## config.mk

```make
export PLATFORM = sky130hd
export DESIGN_NAME = alu_issue
export DESIGN_NICKNAME = d
export VERILOG_FILES = /design/src/rtl/alu_issue.sv
export SDC_FILE = /design/constraint.sdc
export NUM_CORES = 1
export LEC_CHECK = 0
export BUFFER_PORTS_ARGS = -buffer_cell sky130_fd_sc_hd__buf_2
export CAP_MARGIN = 20
export CORE_MARGIN = 3
export CORE_UTILIZATION = 47
export CTS_CLUSTER_DIAMETER = 150
export CTS_CLUSTER_SIZE = 12
export DETAILED_ROUTE_END_ITERATION = 12
export GPL_TIMING_DRIVEN = 0
export HOLD_SLACK_MARGIN = 0.06
export PLACE_DENSITY = 0.79
export SLEW_MARGIN = 25
export SYNTH_ARGS = -nofsm -noshare
export SYNTH_HDL_FRONTEND = slang
export SYNTH_SLANG_ARGS = --single-unit
```

## constraint.sdc

```tcl
create_clock -name clk -period 1.9 [get_ports clk]
set_clock_uncertainty 0.05 [all_clocks]
set_input_delay 0 -clock clk [delete_from_list [all_inputs] [get_ports clk]]
set_output_delay 0 -clock clk [all_outputs]
set_load 0.005 [all_outputs]
```

## src/rtl/alu_issue.sv

```systemverilog
// alu_issue: issue stage in front of the 32-bit integer ALU.
// It decodes RV32I OP / OP-IMM into ALU controls, latches the operands and
// presents each op through a two-entry (output + skid) valid/ready buffer.
// Optional feature: define ALU_ISSUE_FWD_EN to add writeback forwarding
// (wb_valid/wb_rd/wb_data ports).
//
// Handshake: a transfer happens on an edge where valid && ready are both high.
// Valid never drops and payload never changes until the transfer happens.
// in_ready depends only on the skid flag and reset, never on out_ready.
module alu_issue #(
   parameter int XLEN = 32
) (
   input  logic            clk,
   input  logic            reset,
   input  logic            in_valid,
   output logic            in_ready,
   input  logic [31:0]     in_instr,
   output logic [4:0]      rs1_addr,
   output logic [4:0]      rs2_addr,
   input  logic [XLEN-1:0] rs1_data,
   input  logic [XLEN-1:0] rs2_data,
`ifdef ALU_ISSUE_FWD_EN
   input  logic            wb_valid,
   input  logic [4:0]      wb_rd,
   input  logic [XLEN-1:0] wb_data,
`endif
   output logic            out_valid,
   input  logic            out_ready,
   output logic [XLEN-1:0] out_a,
   output logic [XLEN-1:0] out_b,
   output logic [2:0]      out_funct3,
   output logic            out_funct7_5b,
   output logic [4:0]      out_rd,
   output logic            out_illegal
);

   localparam logic [6:0] OPC_OP     = 7'b0110011;
   localparam logic [6:0] OPC_OP_IMM = 7'b0010011;
   localparam logic [6:0] F7_ZERO    = 7'b0000000;
   localparam logic [6:0] F7_ALT     = 7'b0100000;

   typedef struct packed {
      logic [XLEN-1:0] a;
      logic [XLEN-1:0] b;
      logic [2:0]      funct3;
      logic            funct7_5b;
      logic [4:0]      rd;
      logic            illegal;
   } entry_t;

   entry_t dec;
   entry_t out_q;
   entry_t skid_q;
   logic   out_valid_q;
   logic   skid_valid_q;

   logic [6:0]      opcode;
   logic [2:0]      funct3;
   logic [6:0]      funct7;
   logic [XLEN-1:0] imm_sext;
   logic [XLEN-1:0] a_src;
   logic [XLEN-1:0] b_src;
   logic            accept;
   logic            drain;

   assign opcode   = in_instr[6:0];
   assign funct3   = in_instr[14:12];
   assign funct7   = in_instr[31:25];
   assign rs1_addr = in_instr[19:15];
   assign rs2_addr = in_instr[24:20];
   assign imm_sext = {{(XLEN-12){in_instr[31]}}, in_instr[31:20]};

   // Reset gates in_ready combinationally so it reads 0 while reset is high and
   // 1 as soon as reset drops (the skid flag is already clear by then).
   assign in_ready = !skid_valid_q && !reset;
   assign accept   = in_valid && in_ready;
   assign drain    = out_valid_q && out_ready;

   // Operand source selection, with optional writeback bypass.
   always_comb begin
      a_src = rs1_data;
      b_src = rs2_data;
`ifdef ALU_ISSUE_FWD_EN
      if (wb_valid && (wb_rd != 5'd0) && (wb_rd == rs1_addr)) a_src = wb_data;
      if (wb_valid && (wb_rd != 5'd0) && (wb_rd == rs2_addr)) b_src = wb_data;
`endif
   end

   // Decode the incoming word; illegal encodings zero every payload field.
   always_comb begin
      logic            legal;
      logic            alt;
      logic [XLEN-1:0] b_val;
      legal = 1'b0;
      alt   = 1'b0;
      b_val = '0;
      case (opcode)
         OPC_OP: begin
            b_val = b_src;
            if (funct7 == F7_ZERO) begin
               legal = 1'b1;
            end else if ((funct7 == F7_ALT) && ((funct3 == 3'b000) || (funct3 == 3'b101))) begin
               legal = 1'b1;
               alt   = 1'b1;
            end
         end
         OPC_OP_IMM: begin
            b_val = imm_sext;
            case (funct3)
               3'b001: legal = (funct7 == F7_ZERO);
               3'b101: begin
                  if (funct7 == F7_ZERO) begin
                     legal = 1'b1;
                  end else if (funct7 == F7_ALT) begin
                     legal = 1'b1;
                     alt   = 1'b1;
                  end
               end
               // ADDI/SLTI/...: instr[30] is immediate data, never a SUB select.
               default: legal = 1'b1;
            endcase
         end
         default: legal = 1'b0;
      endcase

      dec = '0;
      if (legal) begin
         dec.a         = a_src;
         dec.b         = b_val;
         dec.funct3    = funct3;
         dec.funct7_5b = alt;
         dec.rd        = in_instr[11:7];
      end else begin
         dec.illegal   = 1'b1;
      end
   end

   // Output + skid buffer: the skid only fills when the output is stalled, and
   // it always moves forward into the output before any newer op, so order holds.
   always_ff @(posedge clk) begin
      if (reset) begin
         out_q        <= '0;
         skid_q       <= '0;
         out_valid_q  <= 1'b0;
         skid_valid_q <= 1'b0;
      end else if (!out_valid_q || drain) begin
         if (skid_valid_q) begin
            out_q        <= skid_q;
            out_valid_q  <= 1'b1;
            skid_valid_q <= accept;
            if (accept) skid_q <= dec;
         end else if (accept) begin
            out_q       <= dec;
            out_valid_q <= 1'b1;
         end else begin
            out_valid_q <= 1'b0;
         end
      end else if (accept) begin
         skid_q       <= dec;
         skid_valid_q <= 1'b1;
      end
   end

   assign out_valid     = out_valid_q;
   assign out_a         = out_q.a;
   assign out_b         = out_q.b;
   assign out_funct3    = out_q.funct3;
   assign out_funct7_5b = out_q.funct7_5b;
   assign out_rd        = out_q.rd;
   assign out_illegal   = out_q.illegal;

endmodule

```

==> reports/results.txt <==
The flow ran to the end, and the final reports show no timing, DRC or antenna violations. The synthesized netlist contains 37 unique library cells. For the finished layout, the period the worst path requires is 1750 ps.

The category of the most critical setup path is flop to flop. The share of total power dissipated in combinational logic is 12.0%. The post-synthesis share of cell area spent on xor and xnor gates works out to 0%.

The worst setup path is launched from a flop. Number of antenna violations at the first check in global routing: 0. For the number of global-route vias before repair, the log shows 6722. The later pin in the worst-skew pair is clocked with a latency of 430 ps. Data arrives at the worst endpoint at 2050 ps.

For the pin with the worst max-slew slack, the measured transition is 634 ps. In this run the post-CTS setup repair buffer count came out at 0. Internal power comes to 5.95 mW.

The share of total power in the clock network came out at 45.8%. VDD sags by at most 733 uV. Multiplexer cells account for 1.73% of the synthesized area.

After layout, the worst setup slack is 145 ps. Before antenna repair, the detailed router went through 5 iterations. The final critical-path share of the clock period is 92.4%. The logs give 42.2% for the sequential share of power and 17 for the pin count of the biggest net entering global routing.

Flip-flop and latch count after synthesis: 150. Detailed placement ended at an HPWL of 13600 microns. The aggregate global routing overflow was 0; the vias per cell was 5.97. The leakage power total was 3.62 nW; the final antenna-violating net count was 0. The number of nets in the synthesized netlist is 811. The synthesized netlist devotes 6.70% of its cell area to simple gates.

The first routing iteration left 624 violations. The global routing usage summed across all routing layers came out at 29.4%. The type of destination of the critical path is a flop. The commonest cells after synthesis are sky130_fd_sc_hd__dfxtp_1, sky130_fd_sc_hd__a21oi_1, sky130_fd_sc_hd__nand2_1. The dominant register cell in the synthesized netlist was sky130_fd_sc_hd__dfxtp_1. In this run the power density over the cells is 865 mW/mm^2.

The worst-path maximum fanout works out to 10. The synthesized netlist devotes 37.2% of its cell area to compound gates. The die is 123 microns tall. The wire length of the first global-routing pass is 34900 microns, and the boundary pin count is 186.

Setup repair after global routing left no endpoint under its margin. The Yosys step of the flow raised 0 warnings. The worst setup slack after placement was -632 ps; the number of buffers created by CTS was 17.

The cell row count was 41. The post-CTS clock slew at the launch and capture registers of the worst setup and hold paths came out at 60 ps. The die covers 0.0150 sq mm. Number of cells produced by synthesis: 711.

Layout overhead on the synthesized area: 42.4%. The tools report the routability congestion estimate as 0.846. After detailed routing, the number of remaining DRC violations is 0.

Counting along the longest clock path gives a buffer depth of 2. Count of input and output buffers: 178. Timing would allow up to 0.570 GHz. Measured on the finished design, the core utilization comes to 70.3%.

The synthesized design devotes to its leading area cell type 47.0% of total area. The required time at the worst-slack endpoint is 2190 ps, and the number of enable-type register cells in the synthesized netlist is 0. Combinational family with the most area after synthesis: compound AO/OA/AOI/OAI gates.

Headroom to the max-slew limit came out at 57.5%. After synthesis, the share of flip-flops with an asynchronous set or reset is 0%. Dividing the detail-routed wire length by the instance count gives 18.9 microns. The die is 123 microns wide. By area the synthesized netlist is led by sky130_fd_sc_hd__dfxtp_1, sky130_fd_sc_hd__a21oi_1, sky130_fd_sc_hd__a2111o_1.

The run gives 22400 microns as the wire length after detailed routing. The tightest hold margin came out at 87.9 ps. Of the total power, the share spent switching nets is 24.3%. Most frequent cell after synthesis: sky130_fd_sc_hd__dfxtp_1. CTS saw 150 sinks. The initial utilization of the core area, before any placement, comes to 49.4%. Setup violations remaining at the end of the flow were counted as 0. Number of vias after detailed routing: 7081. At the end of the flow, the number of nets in the layout was 1099. The number of H-tree levels is 4. Clock tree synthesis selected as its root buffer the cell sky130_fd_sc_hd__clkbuf_16.

TritonCTS built the clock tree. Fill cells in the final layout number 1006. The adder and majority gate portion of the synthesized area came out at 0%. The worst hold path belongs to the class input port to flop.

The max-slew violation total from the final report was 0. The number of hold-slack violations in the final timing report came out at 0. The floorplan step defined a core boundary enclosing 0.0129 sq mm. Of all cell types, the one taking the most synthesized area is sky130_fd_sc_hd__dfxtp_1. The mean instance size in the synthesized netlist works out to 8.98 sq um. Of the cells placed in the final design, the portion with a size suffix greater than 1 is 26.3%.

The logs give 47.0% for the sequential area share after synthesis and 0 for the max-cap check violation count. The logs give 1.91 mW for the net switching power and 0.00638 sq mm for the post-synthesis instance area.
==> worst max-delay path, stage by stage (launching register included) <==
cell	delay [ps]
sky130_fd_sc_hd__dfxtp_1	330
sky130_fd_sc_hd__nand2b_1	150
sky130_fd_sc_hd__o21a_2	280
sky130_fd_sc_hd__clkbuf_2	300
sky130_fd_sc_hd__clkbuf_4	280
sky130_fd_sc_hd__o21ai_1	90
sky130_fd_sc_hd__a21oi_1	190
==> layout make-up <==
cell class / count / area, sq um / share of cell area [%]
antenna: 2 / 5.00 / 0.0551
buffer: 93 / 488 / 5.37
clock buffer: 20 / 457 / 5.02
clock inverter: 12 / 175 / 1.93
inverter: 3 / 11.3 / 0.124
multi-input combinational: 465 / 2930 / 32.3
sequential: 150 / 3000 / 33.0
tap: 172 / 215 / 2.37
timing repair buffer: 269 / 1800 / 19.8
==> through the flow <==
step	total power, mW	setup TNS (ps)	std cells	cell area, sq um
floorplan	3.74	0	711	6380
global placement	4.12	-43980	1061	7490
detailed placement	4.13	-41630	1061	7490
CTS	7.85	-8.73	1184	9060
global route	8.10	0	1184	9080
finish	7.86	0	1186	9090
==> flip-flops by register name, indices dropped and copies added (netlist names) <==
| register | cells |
|---|---|
| out_a | 32 |
| out_funct3 | 3 |
| out_rd | 5 |
| out_illegal | 1 |
| out_funct7_5b | 1 |
| skid_valid_q | 1 |
| out_valid | 1 |
| skid_q | 74 |
| out_b | 32 |
==> power by group through the flow <==
| stage | logic [mW] | clock network (mW) | registers (mW) |
|---|---|---|---|
| finish | 0.942 | 3.60 | 3.32 |
| global route | 1.02 | 3.75 | 3.33 |
| CTS | 0.904 | 3.63 | 3.32 |
| detailed placement | 0.743 | 0 | 3.38 |
| global placement | 0.738 | 0 | 3.38 |
| floorplan | 0.357 | 0 | 3.39 |
==> layout by cell type (no fill, tap or decap), types with 3 or more instances in the layout <==
| cell | count |
|---|---|
| sky130_fd_sc_hd__a2111o_1 | 34 |
| sky130_fd_sc_hd__a21oi_1 | 87 |
| sky130_fd_sc_hd__a22o_1 | 40 |
| sky130_fd_sc_hd__a31oi_1 | 41 |
| sky130_fd_sc_hd__buf_2 | 182 |
| sky130_fd_sc_hd__buf_4 | 11 |
| sky130_fd_sc_hd__buf_6 | 8 |
| sky130_fd_sc_hd__bufinv_16 | 4 |
| sky130_fd_sc_hd__clkbuf_1 | 45 |
| sky130_fd_sc_hd__clkbuf_16 | 17 |
| sky130_fd_sc_hd__clkbuf_2 | 23 |
| sky130_fd_sc_hd__clkinv_2 | 3 |
| sky130_fd_sc_hd__clkinvlp_4 | 3 |
| sky130_fd_sc_hd__dfxtp_1 | 150 |
| sky130_fd_sc_hd__dlygate4sd3_1 | 91 |
| sky130_fd_sc_hd__mux2i_1 | 11 |
| sky130_fd_sc_hd__nand2_1 | 74 |
| sky130_fd_sc_hd__nor2_1 | 5 |
| sky130_fd_sc_hd__nor2b_1 | 3 |
| sky130_fd_sc_hd__nor3_1 | 3 |
| sky130_fd_sc_hd__o2111ai_1 | 40 |
| sky130_fd_sc_hd__o21ai_0 | 63 |
| sky130_fd_sc_hd__o21ai_1 | 42 |
==> per-layer routing <==
metal	GRT usage, %	vias up	share of wire [%]
li1	-	3273	-
met1	37.7	3321	41
met2	46.1	407	47
met3	7.28	80	8.3
met4	15.0	0	4.0
met5	0	-	0
==> final timing paths <==
check / startpoint / end / slack (ps) / cells after the start
max: out_valid / out_b[5] / 150 / 6
min: in_instr[12] / out_funct7_5b / 90 / 4
max reg2reg: out_valid / out_b[5] / 150 / 6
min reg2reg: skid_q[10] / skid_q[10] / 400 / 2
==> kinds of logic after synthesis <==
| kind of cell | after synthesis |
|---|---|
| buffers and inverters | 96 |
| multiplexers | 11 |
| AO/OA/AOI/OAI | 355 |
| AND/OR/NAND/NOR | 99 |
| flip-flops | 150 |
==> repair_timing <==
item | CTS | global route
setup endpoints to repair | 121 | 113
resized for setup | 12 | 32
endpoints found under the hold margin | 139 | 0
hold buffers | 91 | 0
pin swaps | 0 | 0
Power figures use the tool's default switching activity.
